`src/rtl/bank_queue_ctrl.sv`:
```
// Queue occupancy tracker fed by active-low entry/exit photocells, with sticky
// overflow/underflow errors and a multi-cycle restoring divider for the expected wait.
module bank_queue_ctrl #(
  parameter int CNT_W       = 4,
  parameter int TELLER_W    = 2,
  parameter int SVC_TIME    = 3,
  parameter int SYNC_STAGES = 2,
  parameter int WAIT_W      = $clog2(SVC_TIME * ((2 ** CNT_W - 1) + (2 ** TELLER_W - 1) - 1) + 1)
) (
  input  logic                clock,
  input  logic                reset,
  input  logic                phc_in_n,
  input  logic                phc_out_n,
  input  logic [TELLER_W-1:0] tcount,
  input  logic                err_clr,
  output logic [CNT_W-1:0]    pcount,
  output logic                empty,
  output logic                full,
  output logic                ovf_err,
  output logic                unf_err,
  output logic [WAIT_W-1:0]   pwait,
  output logic                pwait_valid
);

  localparam int REM_W  = WAIT_W + 1;
  localparam int STEP_W = $clog2(WAIT_W + 1);

  localparam logic [CNT_W-1:0]  PMAX       = {CNT_W{1'b1}};
  localparam logic [CNT_W-1:0]  CNT_ZERO   = {CNT_W{1'b0}};
  localparam logic [CNT_W-1:0]  CNT_ONE    = {{(CNT_W-1){1'b0}}, 1'b1};
  localparam logic [WAIT_W-1:0] WAIT_ZERO  = {WAIT_W{1'b0}};
  localparam logic [WAIT_W-1:0] WAIT_ONE   = {{(WAIT_W-1){1'b0}}, 1'b1};
  localparam logic [WAIT_W-1:0] WAIT_ONES  = {WAIT_W{1'b1}};
  localparam logic [WAIT_W-1:0] SVC_W      = WAIT_W'(SVC_TIME);
  localparam logic [REM_W-1:0]  REM_ZERO   = {REM_W{1'b0}};
  localparam logic [STEP_W-1:0] STEP_ZERO  = {STEP_W{1'b0}};
  localparam logic [STEP_W-1:0] STEP_ONE   = {{(STEP_W-1){1'b0}}, 1'b1};
  localparam logic [STEP_W-1:0] STEP_LAST  = STEP_W'(WAIT_W - 1);
  localparam logic [TELLER_W-1:0] TEL_ZERO = {TELLER_W{1'b0}};

  typedef enum logic [1:0] {
    ST_IDLE = 2'b00,
    ST_DIV  = 2'b01,
    ST_DONE = 2'b10
  } div_state_t;

  logic [SYNC_STAGES-1:0] sync_in_r;
  logic [SYNC_STAGES-1:0] sync_out_r;
  logic                   prev_in_r;
  logic                   prev_out_r;
  logic                   arrive_s;
  logic                   depart_s;

  logic [CNT_W-1:0]       pcount_r;
  logic [CNT_W-1:0]       pcount_nxt_s;
  logic                   empty_r;
  logic                   full_r;
  logic                   ovf_err_r;
  logic                   unf_err_r;
  logic                   ovf_set_s;
  logic                   unf_set_s;

  div_state_t             state_r;
  div_state_t             state_nxt_s;
  logic                   load_s;
  logic                   step_s;
  logic                   publish_s;
  logic                   opnd_chg_s;
  logic [CNT_W-1:0]       snap_p_r;
  logic [TELLER_W-1:0]    snap_t_r;
  logic [WAIT_W-1:0]      sum_s;
  logic [WAIT_W-1:0]      num_s;
  logic [WAIT_W-1:0]      quo_r;
  logic [REM_W-1:0]       rem_r;
  logic [REM_W-1:0]       div_r;
  logic [STEP_W-1:0]      step_r;
  logic                   zero_r;
  logic                   sat_r;
  logic [REM_W-1:0]       rem_sh_s;
  logic                   ge_s;
  logic [REM_W-1:0]       rem_nxt_s;
  logic [WAIT_W-1:0]      quo_nxt_s;
  logic [WAIT_W-1:0]      pwait_r;
  logic                   pwait_valid_r;

  // Photocell synchronisers plus previous-value flops for falling-edge detection
  always_ff @(posedge clock) begin
    if (reset) begin
      sync_in_r  <= {SYNC_STAGES{1'b1}};
      sync_out_r <= {SYNC_STAGES{1'b1}};
      prev_in_r  <= 1'b1;
      prev_out_r <= 1'b1;
    end else begin
      sync_in_r  <= {sync_in_r[SYNC_STAGES-2:0], phc_in_n};
      sync_out_r <= {sync_out_r[SYNC_STAGES-2:0], phc_out_n};
      prev_in_r  <= sync_in_r[SYNC_STAGES-1];
      prev_out_r <= sync_out_r[SYNC_STAGES-1];
    end
  end

  assign arrive_s = prev_in_r & ~sync_in_r[SYNC_STAGES-1];
  assign depart_s = prev_out_r & ~sync_out_r[SYNC_STAGES-1];

  // Next occupancy and error triggers; simultaneous arrive and depart cancel out
  always_comb begin
    pcount_nxt_s = pcount_r;
    ovf_set_s    = 1'b0;
    unf_set_s    = 1'b0;
    case ({arrive_s, depart_s})
      2'b10: begin
        if (!full_r) begin
          pcount_nxt_s = pcount_r + CNT_ONE;
        end else begin
          ovf_set_s = 1'b1;
        end
      end
      2'b01: begin
        if (!empty_r) begin
          pcount_nxt_s = pcount_r - CNT_ONE;
        end else begin
          unf_set_s = 1'b1;
        end
      end
      default: begin
        pcount_nxt_s = pcount_r;
      end
    endcase
  end

  // Occupancy, flags derived from the next count, and sticky errors (set beats clear)
  always_ff @(posedge clock) begin
    if (reset) begin
      pcount_r  <= CNT_ZERO;
      empty_r   <= 1'b1;
      full_r    <= 1'b0;
      ovf_err_r <= 1'b0;
      unf_err_r <= 1'b0;
    end else begin
      pcount_r  <= pcount_nxt_s;
      empty_r   <= (pcount_nxt_s == CNT_ZERO);
      full_r    <= (pcount_nxt_s == PMAX);
      ovf_err_r <= ovf_set_s | (ovf_err_r & ~err_clr);
      unf_err_r <= unf_set_s | (unf_err_r & ~err_clr);
    end
  end

  // Numerator is only meaningful for pcount!=0; the zero case is overridden at publish
  assign opnd_chg_s = ({pcount_r, tcount} != {snap_p_r, snap_t_r});
  assign sum_s      = WAIT_W'(pcount_r) + WAIT_W'(tcount) - WAIT_ONE;
  assign num_s      = sum_s * SVC_W;

  assign rem_sh_s  = {rem_r[WAIT_W-1:0], quo_r[WAIT_W-1]};
  assign ge_s      = (rem_sh_s >= div_r);
  assign rem_nxt_s = ge_s ? (rem_sh_s - div_r) : rem_sh_s;
  assign quo_nxt_s = {quo_r[WAIT_W-2:0], ge_s};

  // Divider state register
  always_ff @(posedge clock) begin
    if (reset) begin
      state_r <= ST_IDLE;
    end else begin
      state_r <= state_nxt_s;
    end
  end

  // Divider next state; any operand change restarts the division from scratch
  always_comb begin
    state_nxt_s = state_r;
    load_s      = 1'b0;
    step_s      = 1'b0;
    publish_s   = 1'b0;
    case (state_r)
      ST_IDLE: begin
        if (opnd_chg_s) begin
          state_nxt_s = ST_DIV;
          load_s      = 1'b1;
        end else begin
          state_nxt_s = ST_IDLE;
        end
      end
      ST_DIV: begin
        if (opnd_chg_s) begin
          state_nxt_s = ST_DIV;
          load_s      = 1'b1;
        end else if (step_r == STEP_LAST) begin
          state_nxt_s = ST_DONE;
          step_s      = 1'b1;
        end else begin
          state_nxt_s = ST_DIV;
          step_s      = 1'b1;
        end
      end
      ST_DONE: begin
        if (opnd_chg_s) begin
          state_nxt_s = ST_DIV;
          load_s      = 1'b1;
        end else begin
          state_nxt_s = ST_IDLE;
          publish_s   = 1'b1;
        end
      end
      default: begin
        state_nxt_s = ST_IDLE;
      end
    endcase
  end

  // Divider datapath, operand snapshot and published result
  always_ff @(posedge clock) begin
    if (reset) begin
      snap_p_r      <= CNT_ZERO;
      snap_t_r      <= TEL_ZERO;
      quo_r         <= WAIT_ZERO;
      rem_r         <= REM_ZERO;
      div_r         <= REM_ZERO;
      step_r        <= STEP_ZERO;
      zero_r        <= 1'b0;
      sat_r         <= 1'b0;
      pwait_r       <= WAIT_ZERO;
      pwait_valid_r <= 1'b1;
    end else if (load_s) begin
      snap_p_r      <= pcount_r;
      snap_t_r      <= tcount;
      quo_r         <= num_s;
      rem_r         <= REM_ZERO;
      div_r         <= REM_W'(tcount);
      step_r        <= STEP_ZERO;
      zero_r        <= (pcount_r == CNT_ZERO);
      sat_r         <= (tcount == TEL_ZERO);
      pwait_valid_r <= 1'b0;
    end else if (step_s) begin
      quo_r  <= quo_nxt_s;
      rem_r  <= rem_nxt_s;
      step_r <= step_r + STEP_ONE;
    end else if (publish_s) begin
      if (zero_r) begin
        pwait_r <= WAIT_ZERO;
      end else if (sat_r) begin
        pwait_r <= WAIT_ONES;
      end else begin
        pwait_r <= quo_r;
      end
      pwait_valid_r <= 1'b1;
    end else begin
      pwait_valid_r <= pwait_valid_r;
    end
  end

  assign pcount      = pcount_r;
  assign empty       = empty_r;
  assign full        = full_r;
  assign ovf_err     = ovf_err_r;
  assign unf_err     = unf_err_r;
  assign pwait       = pwait_r;
  assign pwait_valid = pwait_valid_r;

endmodule
```
`config.mk`:
```
export PLATFORM = sky130hd
export DESIGN_NAME = bank_queue_ctrl
export DESIGN_NICKNAME = d
export VERILOG_FILES = /design/src/rtl/bank_queue_ctrl.sv
export SDC_FILE = /design/constraint.sdc
export NUM_CORES = 1
export LEC_CHECK = 0
export ABC_CLOCK_PERIOD_IN_PS = 10200
export CAP_MARGIN = 15
export CORE_UTILIZATION = 45
export CTS_BUF_LIST = sky130_fd_sc_hd__clkbuf_4
export CTS_CLUSTER_DIAMETER = 80
export CTS_CLUSTER_SIZE = 20
export DETAILED_ROUTE_END_ITERATION = 10
export GPL_ROUTABILITY_DRIVEN = 1
export GPL_TIMING_DRIVEN = 1
export MAX_ROUTING_LAYER = met4
export SYNTH_ARGS = -nofsm -noshare
export SYNTH_HDL_FRONTEND = slang
export SYNTH_SLANG_ARGS = --single-unit
```
`constraint.sdc`:
```
create_clock -name clock -period 10.2 [get_ports clock]
set_clock_uncertainty 0.2 [all_clocks]
set_input_delay 1.02 -clock clock [delete_from_list [all_inputs] [get_ports clock]]
set_output_delay 1.02 -clock clock [all_outputs]
set_load 0.005 [all_outputs]
```
# ---- Word-level counts from Yosys, hierarchy flattened
# Cells that the tools add are included.
dict set report classes {
  n_reduce_logical 11
  bitwise_logic 11
  n_addsub 6
  n_eq_ne 8
  magnitude_cmp 1
  mul 1
  mux 24
}
# op n
set ops {}
lappend ops {{two-way mux 6 bit} 5}
lappend ops {{two-way mux 1 bit} 13}
lappend ops {{logical NOT 4 bit} 2}
lappend ops {{two-way mux 4 bit} 2}
lappend ops {{case mux 4 bit (2 select lines)} 1}
lappend ops {{greater-or-equal comparator 7 x 2 -> 1 bit} 1}
lappend ops {{multiplier 6 x 2 -> 6 bit (second input constant)} 1}
lappend ops {{inequality test 6 bit} 1}
lappend ops {{subtractor 5 x 1 -> 6 bit (second input constant)} 1}
lappend ops {{subtractor 6 x 2 -> 6 bit} 1}
lappend ops {{adder 4 x 2 -> 5 bit} 1}
lappend ops {{inverter 1 bit} 5}
lappend ops {{adder 4 x 1 -> 4 bit (second input constant)} 1}
lappend ops {{bitwise AND 1 bit} 4}
lappend ops {{== test 2 x 1 -> 1 bit (second input constant)} 2}
lappend ops {{== test 2 bit (second input constant)} 2}
lappend ops {{== test 4 bit (second input constant)} 1}
lappend ops {{logical NOT 2 bit} 2}
lappend ops {{two-way mux 2 bit} 2}
lappend ops {{case mux 2 bit (2 select lines)} 1}
lappend ops {{nonzero test 2 bit} 2}
lappend ops {{OR reduction 2 bit} 2}
lappend ops {{subtractor 4 x 1 -> 4 bit (second input constant)} 1}
lappend ops {{adder 3 x 1 -> 3 bit (second input constant)} 1}
lappend ops {{6 further kinds} 7}
dict set report totals {
  register_bits 46
  output_inout_bits 15
  in_bits 7
}

# ---- Longest topological paths before layout
# Gate-level depths: netlist (run 1).
dict set report logic_depth {
  depth_word 6
  ltp_mapped 14
}

# ---- Least setup slack after synthesis (run 1)
# No wires, ideal clock.
dict set report synth_path {
  path_type {input to register}
  start {input port tcount[1]}
  end {register quo_r[5]}
  t_arrival_ps 3881
  setup_ps 122
  path_buffers 0
  cell_stages 14
  slack_ps 5997
  cell_sequence {inv_1 -> ha_1 -> inv_1 -> ha_1 -> fa_1 -> xnor2_1 -> ha_1 -> nand2b_1 -> a21boi_2 -> a311oi_2 -> a211oi_1 -> nor4_2 -> nor4b_2 -> a221o_1}
}
dict set report synth_via {
  elab_chain_len 4
}
# item line_no
set synth_rtl {}
lappend synth_rtl {{from (decl)} 14} ;# input logic [TELLER_W-1:0] tcount,
lappend synth_rtl {{adder 4 x 2 -> 5 bit / inequality test 6 bit (equally long branches)} {149, 148}}
lappend synth_rtl {{subtractor 5 x 1 -> 6 bit, or another cell as far along} 149} ;# assign sum_s = WAIT_W'(pcount_r) + WAIT_W'(tcount) - WAIT_ONE;
lappend synth_rtl {{multiplier 6 x 2 -> 6 bit, or another cell as far along} 150} ;# assign num_s = sum_s * SVC_W;
lappend synth_rtl {{two-way mux 6 bit / nonzero test 2 bit (equally long branches)} -}
lappend synth_rtl {{to (signal assigned)} 224} ;# quo_r <= num_s;
lappend synth_rtl {{to (signal assigned)} 232} ;# quo_r <= quo_nxt_s;
lappend synth_rtl {{to (decl)} 73} ;# logic [WAIT_W-1:0] quo_r;
# Several ways; a longest one is shown, not always the timed one.
# A chain may end at the register's enable or synchronous reset.

# ---- Final worst setup path (run 1)
# Same ends and word-level chain as after synthesis.

==> results.md, run 1 <==
* CP max stage delay at 570 ps
* Critical path type: in -> reg
* Number of synthesized flops with an enable pin at 0
* Cell variety after synth at 52
* Final Setup Violations at 0
* Clk Latency, worst-skew pair at 370 ps
* Row cnt at 27
* Syn Inst Count at 313
* Post-placement cell area at 2830 sq um
* GRT Util Overall at 19.1%
* Req. time, crit path at 10270 ps
* Placer Congestion at 0.844
* Detailed Route Iter0 Violations at 86
* Part of the Yosys area used for sequential elements at 35.8%
* Total Wirelength at 5.15 mm
* Most frequent cells in the layout: dfxtp_1 (46), nand2_1 (42), a21oi_1 (35)
* Global-route wire length before repair at 8.95 mm
* Family with the most delay on the worst path: adder cells
* Sequential power share at 54.7%
* Finished Cell Area at 2890 sq um
* Resized cells post-CTS at 0
* Slew HR at 55.4%
* IO Count at 22
* Setup repair after global routing missed its margin: false
* Comb pwr share at 19.4%
* Worst Setup End Kind: flop
* Syn Area/Cell at 8.21 sq um
* H-Tree Depth at 2
* Critical path fanouts, max at 6
* Total grt overflow at 0
* Leakage power at 1.11 nW
* Startpoint type of the worst setup path: primary input
* Vias in the first global route at 1999
* Dominant register cell in the synthesized netlist: dfxtp_1
* Syn Nets at 341
* Synth warn at 0
* Crit share post-route at 45.7%
* Clk network pwr share at 25.9%
* GR met3 Demand/Resource at 4.24%
* Share of layout cells above drive strength 1 at 8.08%
* Synth Cell Area at 2570 sq um
* Worst slew pin tran at 668 ps
* Root Driver: clkbuf_4
* Final TNS setup at 0 ps
* Layout-stage area growth over the synthesis result at 12.6%
* CP cell instances: clkdlybuf4s50_1 -> inv_1 -> ha_1 -> inv_1 -> ha_1 -> fa_1 -> xnor2_1 -> ha_1 -> nand2b_1 -> a21boi_2 -> a311oi_2 -> a211oi_1 -> nor4_2 -> nor4b_2 -> a221o_1
* Largest net degree at the start of global routing at 37
* Highest Clock Rate at 0.214 GHz
* Pwr per Cell Area at 123 nW/um^2
* Vias at 2115
* Post-synth ARST share at 0%
* Initial antenna violation count at 0
* IO Port Bufs at 21
* Most used cell, CP: ha_1
* Post-route antenna net violation count at 0
* Final Max Tran Viols at 0
* Number of nets in the layout at 361
* Dpl hpwl at 3.78 mm
* Vias/cell at 5.21
* Critical path buffer and inverter count at 3
* Endpoints failing hold at 0
* Core area at 5510 sq um
* Die width at 77.6 um
* DRC Markers at 0
* Worst EP arrival at 4730 ps
* Met2 GRT Util at 31.7%
* CTS Buf Count at 5
* Slowest cell on crit path: clkdlybuf4s50_1
* Met1 GRT Util at 23.4%
* Die Footprint at 6020 sq um
* Starting Density at 46.7%
* Wirelength per Cell at 12.7 um
* Hold Path Class: reg -> reg
* CTS Sinks at 46
* Peak supply drop at 0.0000682 V
* Die Ht at 77.6 um
* DRT Pass-1 Iters at 4
* Outcome: finished clean
* Max Cap Violations at 0
* Net Sw Frac at 31.1%
* GRT busiest layer: met2
* Most common cell after layout, fill and taps aside: dfxtp_1
* Internal power at 0.246 mW
* Psw at 0.111 mW
* Clock-pin slew on the worst setup and hold paths at 150 ps
* CTS Hold Bufs at 0
* CTS tree: yes
* Period minus WS final at 4670 ps
* Worst-case clock buffer depth at 2
* ANT cells at 0
* Post-CTS Setup Inserts at 0
* Synth Register Bits at 46
-- Yosys cell counts (3+ instances only) --
cell type,instances,area (sq um)
dfxtp_1,46,921
nand2_1,42,158
a21oi_1,35,175
inv_1,29,109
nor2_1,25,93.8
ha_1,18,225
nand2b_1,8,50.1
o21ai_0,8,40.0
xor2_1,8,70.1
nor3_1,7,35.0
a211oi_1,6,45.0
or2_2,6,37.5
or3_1,6,37.5
xnor2_1,6,52.6
clkbuf_1,5,18.8
nor2b_1,4,25.0
a31oi_1,3,18.8
fa_1,3,60.1
nand3_1,3,15.0
nor4_1,3,18.8
-- state kept, by name (all words and copies together), names as in the netlist, 2 cells and up --
| signal | flops |
|---|---|
| pcount | 4 |
| quo_r | 6 |
| step_r | 3 |
| sync_in_r | 2 |
| sync_out_r | 2 |
| snap_t_r | 2 |
| state_r | 2 |
| pwait | 6 |
| rem_r | 6 |
| snap_p_r | 4 |
-- worst reg2reg max path: cells and delay by family, from the launching register on --
kind | cells | cell delay [ps]
buffers and inverters | 2 | 170
AO/OA/AOI/OAI | 4 | 780
adder cells (fa/ha/maj) | 4 | 1290
AND/OR/NAND/NOR | 3 | 580
flip-flops | 1 | 520
XOR/XNOR | 1 | 410
-- stage by stage --
step	power [mW]	hold slack, ps	setup WS, ps	instances	utilization, %
3_5_place_dp	0.268	194	5140	398	51.4
4_1_cts	0.360	229	5530	406	52.6
3_3_place_gp	0.268	192	5200	398	51.4
5_1_grt	0.379	237	5210	406	52.6
6_report	0.357	228	5530	406	52.6
2_1_floorplan	0.252	189	6000	313	-
-- kinds of logic (layout without fill, tap and decap cells) --
kind of cell,count (synthesis),count (layout),share of synthesized area (%)
flops,46,46,35.8
buf+inv,38,59,6.04
xor+xnor,14,14,4.77
mux,3,3,1.22
fa+ha+maj,21,21,11.1
compound gates,73,73,18.2
simple gates,118,118,22.8
-- per-layer routing --
metal | routed length, um | part of all wire (%) | vias up
met1 | 2540 | 49 | 962
met5 | 0 | 0 | -
li1 | - | - | 1111
met2 | 2400 | 46 | 38
met3 | 166 | 3.2 | 4
met4 | 54 | 1.0 | 0
-- power groups by stage --
| stage | sequential, mW | combinational [mW] | clock, mW |
|---|---|---|---|
| after CTS | 0.195 | 0.0694 | 0.0952 |
| after global routing | 0.197 | 0.0789 | 0.104 |
| after detailed placement | 0.199 | 0.0688 | 0 |
| after floorplan | 0.196 | 0.0554 | 0 |
| final | 0.195 | 0.0691 | 0.0924 |
| after global placement | 0.199 | 0.0689 | 0 |
-- final cells by class --
cell class	count	area [sq um]
Clock buffer	5	37.5
Clock inverter	3	25.0
Fill cell	533	2610
Inverter	29	109
Multi-Input combinational cell	229	1490
Sequential cell	46	921
Tap cell	72	90.1
Timing Repair Buffer	22	218
-- path summary, 6_finish.rpt --
path	start	endpoint	slack [ps]	cells after the start
worst max-delay path	tcount[1]	quo_r[5]	5530	15
worst min-delay path	sync_out_r[0]	sync_out_r[1]	230	1
worst max register to register	pcount[1]	quo_r[5]	6150	14
worst min register to register	sync_out_r[0]	sync_out_r[1]	230	1
(Power assumes the default switching activity.)
==> inputs of run 2 (changes only) <==
--- a/config.mk
+++ b/config.mk
@@ -5,7 +5,7 @@
 export SDC_FILE = /design/constraint.sdc
 export NUM_CORES = 1
 export LEC_CHECK = 0
-export ABC_CLOCK_PERIOD_IN_PS = 10200
+export ABC_CLOCK_PERIOD_IN_PS = 3800
 export CAP_MARGIN = 15
 export CORE_UTILIZATION = 45
 export CTS_BUF_LIST = sky130_fd_sc_hd__clkbuf_4
@@ -15,6 +15,7 @@
 export GPL_ROUTABILITY_DRIVEN = 1
 export GPL_TIMING_DRIVEN = 1
 export MAX_ROUTING_LAYER = met4
+export PLACE_DENSITY = 0.67
 export SYNTH_ARGS = -nofsm -noshare
 export SYNTH_HDL_FRONTEND = slang
 export SYNTH_SLANG_ARGS = --single-unit
==> constraint.sdc (replaced) <==
create_clock -name clock -period 3.8 [get_ports clock]
set_clock_uncertainty 0.2 [all_clocks]
set_input_delay 0.38 -clock clock [delete_from_list [all_inputs] [get_ports clock]]
set_output_delay 0.38 -clock clock [all_outputs]
set_load 0.005 [all_outputs]
==> run 2 against run 1 <==
  * Combinational power grew to 2.9 times the previous value
  * Sequential cell count is the same
  * Core utilization up 1.6 points
  * Register-to-register slack lost 5800 ps
  * Die area stayed put
  * Clock power grew to 2.6 times the previous value
  * Critical path type unchanged
  * Power increased to 2.7 times the previous value
  * Sequential power grew to 2.7 times the previous value
  * Non-clock buffer count is 12 higher
  * Clock-buffer cell count is the same
  * Worst hold slack improved by 3.8 ps
  * Critical path depth stayed put
==> results.md, run 2 (synthesized netlist as in run 1, its figures left out) <==
* Total Wirelength at 5.14 mm
* Req. time, crit path at 3890 ps
* Global-route wire length before repair at 8.78 mm
* Starting Density at 46.7%
* DRT Pass-1 Iters at 4
* Vias/cell at 5.25
* DRC Markers at 0
* Hold path startpoint: sync_in_r[0]
* Worst reg2reg path depth at 14
* Hold Path Class: reg -> reg
* Vias at 2194
* Die Footprint at 6020 sq um
* Vias in the first global route at 1990
* Worst EP arrival at 3700 ps
* ANT cells at 0
* Detailed Route Iter0 Violations at 186
* Fin cells at 418
* Core area at 5510 sq um
* R2r startpoint: pcount[1]
* Die width at 77.6 um
* IO Port Bufs at 21
* Setup WS pre-CTS at -267 ps
* Post-CTS Setup Inserts at 0
* Max Cap Violations at 0
* CTS Hold Bufs at 0
* Number of nets in the layout at 373
* R2R Path End: quo_r[5]
* H-Tree Depth at 2
* Clk Latency, worst-skew pair at 380 ps
* CTS Sinks at 46
* Endpoints failing hold at 0
* Wirelength per Cell at 12.3 um
* Die Ht at 77.6 um
* Critical path fanouts, max at 5
* Share of layout cells above drive strength 1 at 11.3%
* Row cnt at 27
* Hold slack final at 231 ps
* Pwr per Cell Area at 323 nW/um^2
* Placed cell count at 410
* Initial antenna violation count at 0
* Crit share post-route at 95.1%
* Setup repair after global routing missed its margin: false
* Worst Setup End Kind: flop
* Hold Path Stages at 1
* Final Setup Violations at 0
* Reg2reg setup slack at 330 ps
* Final TNS setup at 0 ps
* Highest Clock Rate at 0.277 GHz
* Pwr Total at 0.963 mW
* Root Driver: clkbuf_4
* GRT Util Overall at 19.0%
* Clock-pin slew on the worst setup and hold paths at 140 ps
* Hold endpoint: sync_in_r[1]
* Largest net degree at the start of global routing at 28
* CTS Buf Count at 5
* IO Count at 22
* Dpl hpwl at 3.87 mm
* Outcome: finished clean
* Most frequent cells in the layout: dfxtp_1 (46), nand2_1 (42), a21oi_1 (35)
* Most common cell after layout, fill and taps aside: dfxtp_1
* Placer Congestion at 0.814
* Leakage power at 1.17 nW
* Worst slew pin tran at 653 ps
* Final Max Tran Viols at 0
* Layout-stage area growth over the synthesis result at 16.0%
* Critical path type: in -> reg
* Slew HR at 56.4%
* Final setup margin at 187 ps
* CTS tree: yes
* Worst-case clock buffer depth at 2
* Total grt overflow at 0
* Resized cells post-CTS at 0
* Startpoint type of the worst setup path: primary input
* Period minus WS final at 3610 ps
* Post-route antenna net violation count at 0
* Peak supply drop at 0.000197 V
-- run 2: changes by cell type in the layout (fill, tap and decap cells not counted), sizes merged --
cell,before,now
buf,1,13
clkinv,1,2
inv,30,29
-- run 2: report_power, final --
group | switching (mW) | total, mW | internal [mW]
registers | 0.0187 | 0.522 | 0.504
clock network | 0.169 | 0.241 | 0.0721
logic | 0.110 | 0.200 | 0.0894
total | 0.298 | 0.963 | 0.665
-- run 2: stage by stage --
step                      cell area, sq um  utilization, %
after floorplan                       2570               -
after global routing                  2980            54.1
after global placement                2920            53.1
after CTS                             2980            54.1
after detailed placement              2920            53.1
final                                 2980            54.1
-- run 2: layout make-up --
| class | count | area [sq um] |
|---|---|---|
| inverters | 29 | 109 |
| clock buffers | 5 | 37.5 |
| clock inverters | 3 | 21.3 |
| fillers | 535 | 2530 |
| well taps | 72 | 90.1 |
| repair buffers | 34 | 308 |
| multi-input cells | 229 | 1490 |
| flip-flops and latches | 46 | 921 |
-- run 2: per-layer routing --
metal	routed length (um)	track usage, %	vias to the layer above
met5	0	-	-
met2	2380	30.4	53
met4	77	7.36	0
met3	282	3.53	8
met1	2400	23.7	991
li1	-	-	1142
-- run 2: how the worst max path moves through the flow --
stage,startpoint,end,slack [ps],cells after the start
floorplan,pcount[1],quo_r[5],110,14
global placement,tcount[1],quo_r[5],-190,15
detailed placement,tcount[1],quo_r[5],-270,15
CTS,tcount[1],quo_r[5],150,15
global route,tcount[1],quo_r[5],40,15
finish,tcount[1],quo_r[5],190,15
-- run 2: critical path, stage by stage --
cell             delay, ps
clkdlybuf4s50_1        510
inv_1                   50
ha_1                   270
inv_1                   40
ha_1                   210
fa_1                   400
xnor2_1                220
ha_1                   250
nand2b_1               140
a21boi_2                60
a311oi_2               330
a211oi_1               140
nor4_2                 360
nor4b_2                 80
a221o_1                270
